<file path="src/rtl/vnu_iter_sched_pkg.sv">
// Shared decoder-control types and default constants for the VNU iteration scheduler.
package vnu_iter_sched_pkg;

    localparam int unsigned DefMaxIter  = 10;
    localparam int unsigned DefIterW    = 4;
    localparam int unsigned DefRdCycles = 8;
    localparam int unsigned DefRdAddrW  = 3;
    localparam int unsigned DefWrTimeout = 64;

    typedef enum logic [2:0] {
        StIdle     = 3'd0,
        StInitLoad = 3'd1,
        StRead     = 3'd2,
        StWaitWr   = 3'd3,
        StCheck    = 3'd4,
        StDone     = 3'd5
    } vnu_state_e;

endpackage

</file>
<file path="src/rtl/vnu_wr_watchdog.sv">
// Loadable down-counter guarding the write-back wait; expiry flags a zero count.
module vnu_wr_watchdog #(
    parameter int unsigned CNT_W = 6
) (
    input  logic             i_clk,
    input  logic             i_rst_n,
    input  logic             i_clr,
    input  logic             i_load,
    input  logic             i_en,
    input  logic [CNT_W-1:0] i_load_val,
    output logic             o_expired
);

    logic [CNT_W-1:0] r_cnt;

    always_ff @(posedge i_clk or negedge i_rst_n) begin
        if (!i_rst_n) begin
            r_cnt <= '0;
        end else if (i_clr) begin
            r_cnt <= '0;
        end else if (i_load) begin
            r_cnt <= i_load_val;
        end else if (i_en && (r_cnt != '0)) begin
            r_cnt <= r_cnt - 1'b1;
        end
    end

    assign o_expired = (r_cnt == '0);

endmodule

</file>
<file path="src/rtl/vnu_iter_sched.sv">
// VNU iteration scheduler: init load, per-iteration LUT reads, write-back wait and
// syndrome check, with all outputs registered.
module vnu_iter_sched
    import vnu_iter_sched_pkg::*;
#(
    parameter int unsigned MAX_ITER   = DefMaxIter,
    parameter int unsigned ITER_W     = DefIterW,
    parameter int unsigned RD_CYCLES  = DefRdCycles,
    parameter int unsigned RD_ADDR_W  = DefRdAddrW,
    parameter int unsigned WR_TIMEOUT = DefWrTimeout
) (
    input  logic                 read_clk,
    input  logic                 rstn,
    input  logic                 start_i,
    input  logic                 abort_i,
    input  logic                 vnu_wr_i,
    input  logic                 syndrome_valid_i,
    input  logic                 syndrome_pass_i,
    output logic                 vnu_init_load_en_o,
    output logic                 vnu_rd_finish_o,
    output logic                 vnu_rd_en_o,
    output logic [RD_ADDR_W-1:0] vnu_rd_addr_o,
    output logic                 iter_update_o,
    output logic [ITER_W-1:0]    iter_cnt_o,
    output logic                 busy_o,
    output logic                 done_o,
    output logic                 success_o,
    output logic                 err_o
);

    localparam int unsigned          WdW      = $clog2(WR_TIMEOUT);
    localparam logic [RD_ADDR_W-1:0] LastAddr = RD_ADDR_W'(RD_CYCLES - 1);
    localparam logic [ITER_W-1:0]    LastIter = ITER_W'(MAX_ITER - 1);
    localparam logic [WdW-1:0]       WdLoad   = WdW'(WR_TIMEOUT - 1);

    vnu_state_e           r_state, w_state_nxt;
    logic [RD_ADDR_W-1:0] r_rd_addr, w_addr_nxt;
    logic [ITER_W-1:0]    r_iter_cnt, w_iter_nxt;
    logic                 r_iter_update, w_upd_nxt;
    logic                 r_success, w_succ_nxt;
    logic                 r_err, w_err_nxt;
    logic                 r_rd_en, w_rd_en_nxt;
    logic                 r_init_load, w_init_nxt;
    logic                 r_rd_finish, w_fin_nxt;
    logic                 r_busy, w_busy_nxt;
    logic                 r_done, w_done_nxt;
    logic                 w_wd_expired;

    // Watchdog reloads outside WAIT_WR so it holds WR_TIMEOUT-1 on the entry cycle.
    vnu_wr_watchdog #(
        .CNT_W (WdW)
    ) u_wr_watchdog (
        .i_clk      (read_clk),
        .i_rst_n    (rstn),
        .i_clr      (abort_i),
        .i_load     (r_state != StWaitWr),
        .i_en       (r_state == StWaitWr),
        .i_load_val (WdLoad),
        .o_expired  (w_wd_expired)
    );

    always_ff @(posedge read_clk or negedge rstn) begin
        if (!rstn) begin
            r_state       <= StIdle;
            r_rd_addr     <= '0;
            r_iter_cnt    <= '0;
            r_iter_update <= 1'b0;
            r_success     <= 1'b0;
            r_err         <= 1'b0;
            r_rd_en       <= 1'b0;
            r_init_load   <= 1'b0;
            r_rd_finish   <= 1'b0;
            r_busy        <= 1'b0;
            r_done        <= 1'b0;
        end else begin
            r_state       <= w_state_nxt;
            r_rd_addr     <= w_addr_nxt;
            r_iter_cnt    <= w_iter_nxt;
            r_iter_update <= w_upd_nxt;
            r_success     <= w_succ_nxt;
            r_err         <= w_err_nxt;
            r_rd_en       <= w_rd_en_nxt;
            r_init_load   <= w_init_nxt;
            r_rd_finish   <= w_fin_nxt;
            r_busy        <= w_busy_nxt;
            r_done        <= w_done_nxt;
        end
    end

    always_comb begin
        w_state_nxt = r_state;
        w_addr_nxt  = r_rd_addr;
        w_iter_nxt  = r_iter_cnt;
        w_upd_nxt   = r_iter_update;
        w_succ_nxt  = r_success;
        w_err_nxt   = r_err;
        if (abort_i) begin
            w_state_nxt = StIdle;
        end else begin
            case (r_state)
                StIdle: begin
                    if (start_i) begin
                        w_state_nxt = StInitLoad;
                        w_addr_nxt  = '0;
                        w_iter_nxt  = '0;
                        w_upd_nxt   = 1'b0;
                        w_succ_nxt  = 1'b0;
                        w_err_nxt   = 1'b0;
                    end
                end
                StInitLoad, StRead: begin
                    if (r_rd_addr == LastAddr) begin
                        w_state_nxt = StWaitWr;
                    end else begin
                        w_addr_nxt = r_rd_addr + 1'b1;
                    end
                end
                StWaitWr: begin
                    if (vnu_wr_i) begin
                        w_state_nxt = StCheck;
                    end else if (w_wd_expired) begin
                        w_err_nxt   = 1'b1;
                        w_state_nxt = StDone;
                    end
                end
                StCheck: begin
                    if (syndrome_valid_i) begin
                        if (syndrome_pass_i) begin
                            w_succ_nxt  = 1'b1;
                            w_state_nxt = StDone;
                        end else if (r_iter_cnt == LastIter) begin
                            w_state_nxt = StDone;
                        end else begin
                            w_iter_nxt  = r_iter_cnt + 1'b1;
                            w_upd_nxt   = ~r_iter_update;
                            w_addr_nxt  = '0;
                            w_state_nxt = StRead;
                        end
                    end
                end
                StDone:  w_state_nxt = StIdle;
                default: w_state_nxt = StIdle;
            endcase
        end
    end

    // Registered outputs are decoded from the next state so they line up with it.
    always_comb begin
        w_rd_en_nxt = (w_state_nxt == StInitLoad) || (w_state_nxt == StRead);
        w_init_nxt  = (w_state_nxt == StInitLoad);
        w_fin_nxt   = w_rd_en_nxt && (w_addr_nxt == LastAddr);
        w_busy_nxt  = (w_state_nxt != StIdle);
        w_done_nxt  = (w_state_nxt == StDone);
    end

    assign vnu_init_load_en_o = r_init_load;
    assign vnu_rd_finish_o    = r_rd_finish;
    assign vnu_rd_en_o        = r_rd_en;
    assign vnu_rd_addr_o      = r_rd_addr;
    assign iter_update_o      = r_iter_update;
    assign iter_cnt_o         = r_iter_cnt;
    assign busy_o             = r_busy;
    assign done_o             = r_done;
    assign success_o          = r_success;
    assign err_o              = r_err;

endmodule

</file>
<file path="config.mk">
export PLATFORM = sky130hd
export DESIGN_NAME = vnu_iter_sched
export DESIGN_NICKNAME = d
export VERILOG_FILES = /design/src/rtl/vnu_iter_sched_pkg.sv /design/src/rtl/vnu_wr_watchdog.sv /design/src/rtl/vnu_iter_sched.sv
export SDC_FILE = /design/constraint.sdc
export NUM_CORES = 1
export LEC_CHECK = 0
export BUFFER_PORTS_ARGS = -buffer_cell sky130_fd_sc_hd__buf_2
export CAP_MARGIN = 5
export CORE_MARGIN = 4
export CORE_UTILIZATION = 25
export CTS_BUF_LIST = sky130_fd_sc_hd__clkbuf_8 sky130_fd_sc_hd__clkbuf_16
export CTS_CLUSTER_SIZE = 20
export DETAILED_ROUTE_END_ITERATION = 10
export PLACE_DENSITY_LB_ADDON = 0.08
export SYNTH_ARGS = -nofsm -noshare
export SYNTH_HDL_FRONTEND = slang
export SYNTH_HIERARCHICAL = 1
export SYNTH_SLANG_ARGS = --single-unit
</file>
<file path="constraint.sdc">
create_clock -name read_clk -period 6.1 [get_ports read_clk]
set_input_delay 0.305 -clock read_clk [delete_from_list [all_inputs] [get_ports read_clk]]
set_output_delay 0.305 -clock read_clk [all_outputs]
set_load 0.01 [all_outputs]
</file>
Yosys cells after proc, flatten, opt, wreduce, memory -nomap -nowiden
Cells that the tools add are included.
{"block": "op_classes", "addsub": 3, "multipliers": 0, "div_mod_pow": 0, "n_lt_le_gt_ge": 0, "eq_ne": 18, "n_shift": 0, "n_mux": 35, "bitwise_logic": 2, "reduce_logical": 14}
{"op": "2-to-1 mux 3 bit", "n": 14}
{"op": "2-to-1 mux 6 bit", "n": 3}
{"op": "2-to-1 mux 4 bit", "n": 4}
{"op": "!= test 2 bit, second input constant", "n": 7}
{"op": "== test 3 bit, second input constant", "n": 4}
{"op": "one-hot mux 3 bit (4 select lines)", "n": 1}
{"op": "AND reduction 5 bit", "n": 2}
{"op": "== test 3 x 2 -> 1 bit, second input constant", "n": 3}
{"op": "one-hot mux 3 bit (3 select lines)", "n": 1}
{"op": "2-to-1 mux 1 bit", "n": 8}
{"op": "one-hot mux 4 bit (2 select lines)", "n": 1}
{"op": "== test 3 x 1 -> 1 bit, second input constant", "n": 2}
{"op": "logical NOT 6 bit", "n": 1}
{"op": "one-hot mux 1 bit (2 select lines)", "n": 3}
{"op": "AND reduction 6 bit", "n": 1}
{"op": "nonzero test 3 bit", "n": 2}
{"op": "nonzero test 6 bit", "n": 1}
{"op": "subtractor 6 x 1 -> 6 bit, second input constant", "n": 1}
{"op": "adder 4 x 1 -> 4 bit, second input constant", "n": 1}
{"op": "== test 4 bit, second input constant", "n": 1}
{"op": "nonzero test 2 bit", "n": 2}
{"op": "adder 3 x 1 -> 3 bit, second input constant", "n": 1}
{"op": "logical NOT 3 bit", "n": 1}
{"op": "!= test 3 x 2 -> 1 bit, second input constant", "n": 1}
{"op": "other kinds (4)", "n": 6}
{"block": "totals", "ff_bits": 24, "latchBits": 0, "ram_bits": 0, "mem_bits_ro": 0, "inputBits": 7, "n_memories": 0}

Depth between registers and ports, before layout
Gate-level depths: netlist (run 1).
{"block": "depth", "ltp_word": 9, "depth_mapped": 8, "mapped_depth_nobuf": 8}

Hierarchy
The synthesis (run 1) kept the hierarchy.
{"mod": "vnu_iter_sched", "n_inst": 1, "cells_each": 102, "area_each_um2": 974.7, "seq_area_each_um2": 450.4}
{"mod": "vnu_wr_watchdog", "n_inst": 1, "cells_each": 53, "area_each_um2": 462.9, "seq_area_each_um2": 150.1}

Worst setup path after synthesis (run 1)
No wires, ideal clock.
{"block": "synth_timing", "path_kind": "reg-to-reg", "start": "reg r_state[0]", "end": "reg u_wr_watchdog.r_cnt[3]", "setup_time_ps": 66, "arrival_time_ps": 1933, "t_required_ps": 6034, "slack_ps": 4101, "stages_incl_launch_ff": 7, "n_path_buf": 1, "cell_sequence": "dfrtp_1 clkbuf_1 nand2_1 nor2_1 or4b_1 a221oi_1 o31a_1"}
{"block": "synth_between", "elab_chain_cells": 3, "word_cells_on_any_way": 6, "cone_classes": "2 x eq/ne; 2 x mux; 2 x reduce/logical"}
{"element": "from (decl)", "line": "vnu_iter_sched.sv:36", "rtl": "vnu_state_e r_state, w_state_nxt;"}
{"element": "from (signal assigned)", "line": "vnu_iter_sched.sv:64", "rtl": "r_state <= StIdle;"}
{"element": "from (signal assigned)", "line": "vnu_iter_sched.sv:76", "rtl": "r_state <= w_state_nxt;"}
{"element": "!= test 3 x 2 -> 1 bit / == test 3 x 2 -> 1 bit (equally long branches)", "line": "vnu_iter_sched.sv:56, vnu_iter_sched.sv:57"}
{"element": "2-to-1 mux 6 bit / logical AND 1 bit (equally long branches)", "line": "vnu_wr_watchdog.sv:21, vnu_wr_watchdog.sv:23"}
{"element": "2-to-1 mux 6 bit / nonzero test 3 bit (equally long branches)"}
{"element": "to (signal assigned)", "line": "vnu_wr_watchdog.sv:22", "rtl": "r_cnt <= i_load_val;"}
{"element": "to (signal assigned)", "line": "vnu_wr_watchdog.sv:24", "rtl": "r_cnt <= r_cnt - 1'b1;"}
{"element": "to (decl)", "line": "vnu_wr_watchdog.sv:14", "rtl": "logic [CNT_W-1:0] r_cnt;"}
Parallel ways exist; a longest one is shown, timed or not.
A chain may end at the register's enable or synchronous reset.

Worst setup path in the final report (run 1)
{"block": "layout_timing", "start": "reg r_state[0]", "end": "reg u_wr_watchdog.r_cnt[4]"}
The elaborated chain is that of the path after synthesis.

==> results.toml, run 1 <==
[worst_setup_path]
worst_path_max_delay_cell = "dfrtp_1"
cp_num_buf_inv = 1
slowest_delay_ns = 0.59
path_delay_family = "simple AND/OR/NAND/NOR gates"
rrSetupSlack_ns = 3.87
r2r_cells = 6
critPathKind = "flip-flop to flip-flop"
start_kind = "flip-flop"
path_depth = 6
required_ns = 6.31
path_cells = "nand2_1 -> nor2_1 -> inv_1 -> nor2_1 -> or4b_1 -> nand3_1"
path_common_cell = "nor2_1"
critPathMaxFanout = 14
arrival_ns = 2.44
end_kind = "flip-flop"

[global_routing]
grt_max_degree = 25
grt_util_met3 = 0.01974
top_usage_layer = "met2"
grt_pass1_vias = 1172
grt_pass1_wl_um = 5644
antenna_found_initial = 0
grt_use_total = 0.09916
met1_usage = 0.1187
grt_use_met2 = 0.1714
overflow = 0

[yosys]
synthCells = 155
synth-seq-cells = 24
synth_top_area_cell = "dfrtp_1"
synthFlopType = "dfrtp_1"
synth_area_leaders = "dfrtp_1, nor2_1, ha_1"
synth_area_per_cell_um2 = 9.275
synth_cell_types = 51
ys_warn_count = 6
synth_edf_count = 0
synth_top_area_frac = 0.4178
async_flop_share = 1.000
syn_area_mm2 = 0.001438
ys_seq_area_frac = 0.4178

[sta]
fmax_mhz = 448.6
rsz0062_at_grt = "no"
drv_slew = 0
fin_skew_ns = 0.005264
period_needed_ns = 2.229
setup_violations = 0
fin_crit_sh = 0.3654
hold_viol = 0
worst_slack_ns = 3.871
tightest_slew_ns = 0.5875
slew_headroom = 0.6069
hold_slack_ns = 0.02109
tns_ns = 0

[power]
p_seq_frac = 0.474
p_switching_uw = 96.43
power_uw = 374.8
irDropWorstVdd_mv = 0.09048
p_clk_frac = 0.385
switching_share = 0.2573
cellLeakagePower_nw = 0.8099
intPower_uw = 278.4
power.density_mw_per_mm2 = 222.9
power_frac_comb = 0.141

[clock_tree]
clk_latency_ns = 0.27
cts_resized = 0
cts-hold-fix-buffers = 0
path_clk_slew_ns = 0.10
cts_sinks = 24
post_cts_buffers = 0
root_buffer = "clkbuf_8"
ctsLongestPathBuffers = 2
htree_levels = 1
cts_buffers = 3
tritoncts = "yes"

[routing]
wl_per_cell_um = 13.36
vias = 1209
wirelength_um = 3341
drt_iter0_markers = 67
drtPass1Iterations = 4
ant_nets = 0
vias_per_cell = 4.836
drc = 0

[final_layout]
layout-drive-gt1-share = 0.1742
areaGrowthSynthToFinish_pct = 16.97
diodes = 0
final_nets = 191
utilization = 0.3035

[place]
place_ws_ns = 3.909
gp_congestion = 0.7796
hpwl_um = 2462
numPortBuffers = 21

[status]
status = "finished clean"

[floorplan]
core_mm2 = 0.005540
die_height_um = 83.83
ios = 22
dieArea_mm2 = 0.007027
die_x_um = 83.83
rows = 27
initial_core_util = 0.2595

[hold_path]
hp-class = "primary input to async pin"

[flow_run]
cap_viol_max_count = 0
==> final timing paths <==
kind | from | endpoint
worst max register to register | r_state[0] | u_wr_watchdog/r_cnt[4]
min in group read_clk | syndrome_pass_i | success_o
worst max-delay path | r_state[0] | u_wr_watchdog/r_cnt[4]
max in group asynchronous | rstn | u_wr_watchdog/r_cnt[0]
worst min-delay path | rstn | iter_update_o
worst min register to register | iter_update_o | iter_update_o
==> worst reg2reg max path, delay by kind of cell, from the launching register on <==
kind	cells	cell delay, ns
flops	1	0.59
buf+inv	1	0.30
simple gates	5	1.27
==> final cells by class <==
class	instances	area (um^2)
Clock buffer	3	41.29
Clock inverter	1	30.03
Fill cell	606	3859
Inverter	9	33.78
Multi-Input combinational cell	120	780.7
Sequential cell	24	600.6
Tap cell	72	90.09
Timing Repair Buffer	21	105.1
==> state kept, by name, indices dropped and copies added, names as in the netlist <==
register and cells:
u_wr_watchdog/r_cnt 6, iter_update_o 1, busy_o 1, vnu_init_load_en_o 1
vnu_rd_finish_o 1, r_state 3, vnu_rd_addr_o 3, success_o 1
err_o 1, done_o 1, vnu_rd_en_o 1, iter_cnt_o 4
==> cell usage in the layout, fill, tap and decap left out, types with 5 or more instances in the layout <==
master / instances
a21oi_1: 7
a31oi_1: 6
buf_2: 21
conb_1: 6
dfrtp_1: 24
ha_1: 5
inv_1: 9
nand2_1: 6
nor2_1: 18
nor2b_1: 5
nor3_1: 5
o21ai_0: 5
==> cells in the mapped netlist (all sizes together) (2+ instances only) <==
cell	count
dfrtp	24
nor2	18
inv	9
a21oi	7
a31oi	6
nand2	6
ha	5
nor2b	5
nor3	5
o21ai	5
a21o	4
and3	4
buf	4
a311oi	3
clkbuf	3
mux2i	3
nand3	3
nor4b	3
or3	3
a211o	2
a221oi	2
nand4	2
nor3b	2
nor4	2
o21a	2
or2	2
or4b	2
==> per-layer routing <==
layer,part of all wire,wire length (um)
met5,0,0
met4,0.014,47
met3,0.033,110
met2,0.50,1663
met1,0.45,1519
==> through the flow <==
| step | std cells | instance area (um^2) |
|---|---|---|
| after floorplan | 160 | 1456 |
| after global placement | 246 | 1610 |
| after detailed placement | 246 | 1610 |
| after CTS | 250 | 1682 |
| after global routing | 250 | 1682 |
| final | 250 | 1682 |
==> power by group through the flow <==
stage	Sequential, mW	Combinational [mW]	Clock (mW)
floorplan	0.182	0.0320	0
global placement	0.181	0.0541	0
CTS	0.178	0.0544	0.151
finish	0.178	0.0530	0.144
detailed placement	0.181	0.0542	0
global route	0.179	0.0603	0.157
==> logic make-up (layout without fill, tap and decap cells) <==
logic type | after synthesis | after routing | synth area share
AOI/OAI and AO/OA | 41 | 41 | 0.2028
buffers and inverters | 16 | 34 | 0.05222
muxes | 4 | 4 | 0.02872
and+or+nand+nor | 62 | 62 | 0.2402
other | 1 | 6 | 0.002608
xor gates and xnor gates | 2 | 2 | 0.01219
adders and majority gates | 5 | 5 | 0.04352
DFF | 24 | 24 | 0.4178
Power figures use the tool's default switching activity.
==> inputs of run 2 (changes only) <==
==> constraint.sdc (replaced) <==
create_clock -name read_clk -period 2.1 [get_ports read_clk]
set_input_delay 0.105 -clock read_clk [delete_from_list [all_inputs] [get_ports read_clk]]
set_output_delay 0.105 -clock read_clk [all_outputs]
set_load 0.01 [all_outputs]
==> run 2 against run 1 <==
  * Utilization is 0.84 points higher
  * Highest routed layer unchanged
  * Setup slack worse by 3.5 ns
  * Non-clock buffer count is 8 higher
  * Register-to-register slack got worse by 3.5 ns
  * Clock-buffer cell count up 1
  * Via count is 2.5% higher
==> results.toml, run 2 (same netlist as run 1, synthesis figures left out) <==
[clock_tree]
root_buffer = "clkbuf_8"
cts_resized = 0
cts_sinks = 24
ctsLongestPathBuffers = 2
htree_levels = 1
tritoncts = "yes"
cts_buffers = 3
clk_latency_ns = 0.27
path_clk_slew_ns = 0.09

[place]
place_ws_ns = 0.3398
hpwl_um = 2612
gp_congestion = 0.7948
numPortBuffers = 21

[final_layout]
final_cell_mix = "dfrtp_1, buf_2, nor2_1"
diodes = 0
utilization = 0.3119
largest-register = "u_wr_watchdog/r_cnt"
largest_register_ffs = 6
areaGrowthSynthToFinish_pct = 20.19
layout-drive-gt1-share = 0.2043
final_nets = 199
mostFrequentLayoutCell = "dfrtp_1"

[global_routing]
grt_pass1_wl_um = 6361
antenna_found_initial = 0
grt_use_total = 0.1098
grt_max_degree = 25
grt_pass1_vias = 1262
overflow = 0

[flow_run]
cap_viol_max_count = 0

[power]
cellLeakagePower_nw = 0.8442
intPower_uw = 728.4
power_frac_comb = 0.165
power.density_mw_per_mm2 = 584.8
p_switching_uw = 282.0
switching_share = 0.2791
power_mw = 1.010
irDropWorstVdd_mv = 0.2691
p_seq_frac = 0.507
p_clk_frac = 0.327

[sta]
drv_slew = 0
fin_skew_ns = 0.002378
hold_viol = 0
worst_slack_ns = 0.3227
rsz0062_at_grt = "no"
period_needed_ns = 1.777
slew_headroom = 0.6190
setup_violations = 0
tns_ns = 0
tightest_slew_ns = 0.5671
fin_crit_sh = 0.8463
fmax_mhz = 562.6
hold_slack_ns = 0.1230

[worst_setup_path]
r2r_end = "iter_cnt_o[1]"
required_ns = 2.26
start_kind = "flip-flop"
r2r_cells = 5
critPathKind = "flip-flop to flip-flop"
r2r_start = "iter_cnt_o[0]"
critPathMaxFanout = 5
startpoint = "iter_cnt_o[0]"
arrival_ns = 1.94
rrSetupSlack_ns = 0.32
end_kind = "flip-flop"
worstSetupEndpoint = "iter_cnt_o[1]"

[floorplan]
rows = 27
die_x_um = 83.83
core_mm2 = 0.005540
initial_core_util = 0.2595
ios = 22
dieArea_mm2 = 0.007027
die_height_um = 83.83

[routing]
ant_nets = 0
vias = 1239
wl_per_cell_um = 13.71
drt_iter0_markers = 69
wirelength_um = 3538
vias_per_cell = 4.802
drtPass1Iterations = 4
drc = 0

[status]
status = "finished clean"

[hold_path]
hp-class = "primary input to flip-flop"
==> run 2: changes by cell type in the layout (fill, tap and decap cells not counted) <==
cell,previous run,this run
buf_4,0,7
bufinv_16,1,0
clkbuf_8,3,4
dlygate4sd3_1,0,1
==> run 2: power by group through the flow <==
| stage | Clock [mW] | Sequential (mW) | Combinational (mW) |
|---|---|---|---|
| 6_report | 0.331 | 0.513 | 0.167 |
| 5_1_grt | 0.366 | 0.517 | 0.193 |
| 4_1_cts | 0.346 | 0.512 | 0.171 |
| 3_5_place_dp | 0 | 0.522 | 0.168 |
| 2_1_floorplan | 0 | 0.528 | 0.0930 |
| 3_3_place_gp | 0 | 0.521 | 0.168 |
==> run 2: what timing repair did <==
action / in CTS / in global routing
endpoints found under the hold margin: 24 / 0
setup buffers: 0 / 0
setup endpoints to repair: 0 / 0
hold buffers: 1 / 0
==> run 2: critical path: stages, from the launching register on <==
cell	delay, ns
dfrtp_1	0.45
ha_1	0.22
nand3b_1	0.15
a31oi_1	0.19
nor3_1	0.28
mux2_2	0.37
==> run 2: worst min-delay path by stage <==
stage	from	end	slack, ns	cells past startpoint
floorplan	rstn	busy_o	-0.19	0
detailed placement	rstn	iter_cnt_o[2]	0.14	1
finish	syndrome_pass_i	success_o	0.12	3
global placement	rstn	iter_cnt_o[2]	0.14	1
CTS	syndrome_pass_i	success_o	0.12	3
global route	vnu_wr_i	err_o	0.15	3
==> run 2: per-layer routing <==
| layer | global-route usage | vias to the layer above | part of all wire |
|---|---|---|---|
| li1 | - | 626 | - |
| met1 | 0.1386 | 597 | 0.45 |
| met2 | 0.1923 | 14 | 0.52 |
| met3 | 0.01579 | 2 | 0.025 |
| met4 | 0.03363 | 0 | 0.0071 |
| met5 | 0 | - | 0 |
==> run 2: area by class of cell <==
class                   count  area [um^2]
fillers                   590         3812
multi-input cells         120        780.7
flip-flops and latches     24        600.6
repair buffers             29        167.7
well taps                  72        90.09
clock buffers               4        55.05
inverters                   9        33.78
==> run 2: through the flow <==
stage / area [um^2] / cells
after floorplan: 1456 / 160
after global placement: 1663 / 253
after detailed placement: 1663 / 253
after CTS: 1728 / 258
after global routing: 1728 / 258
final: 1728 / 258
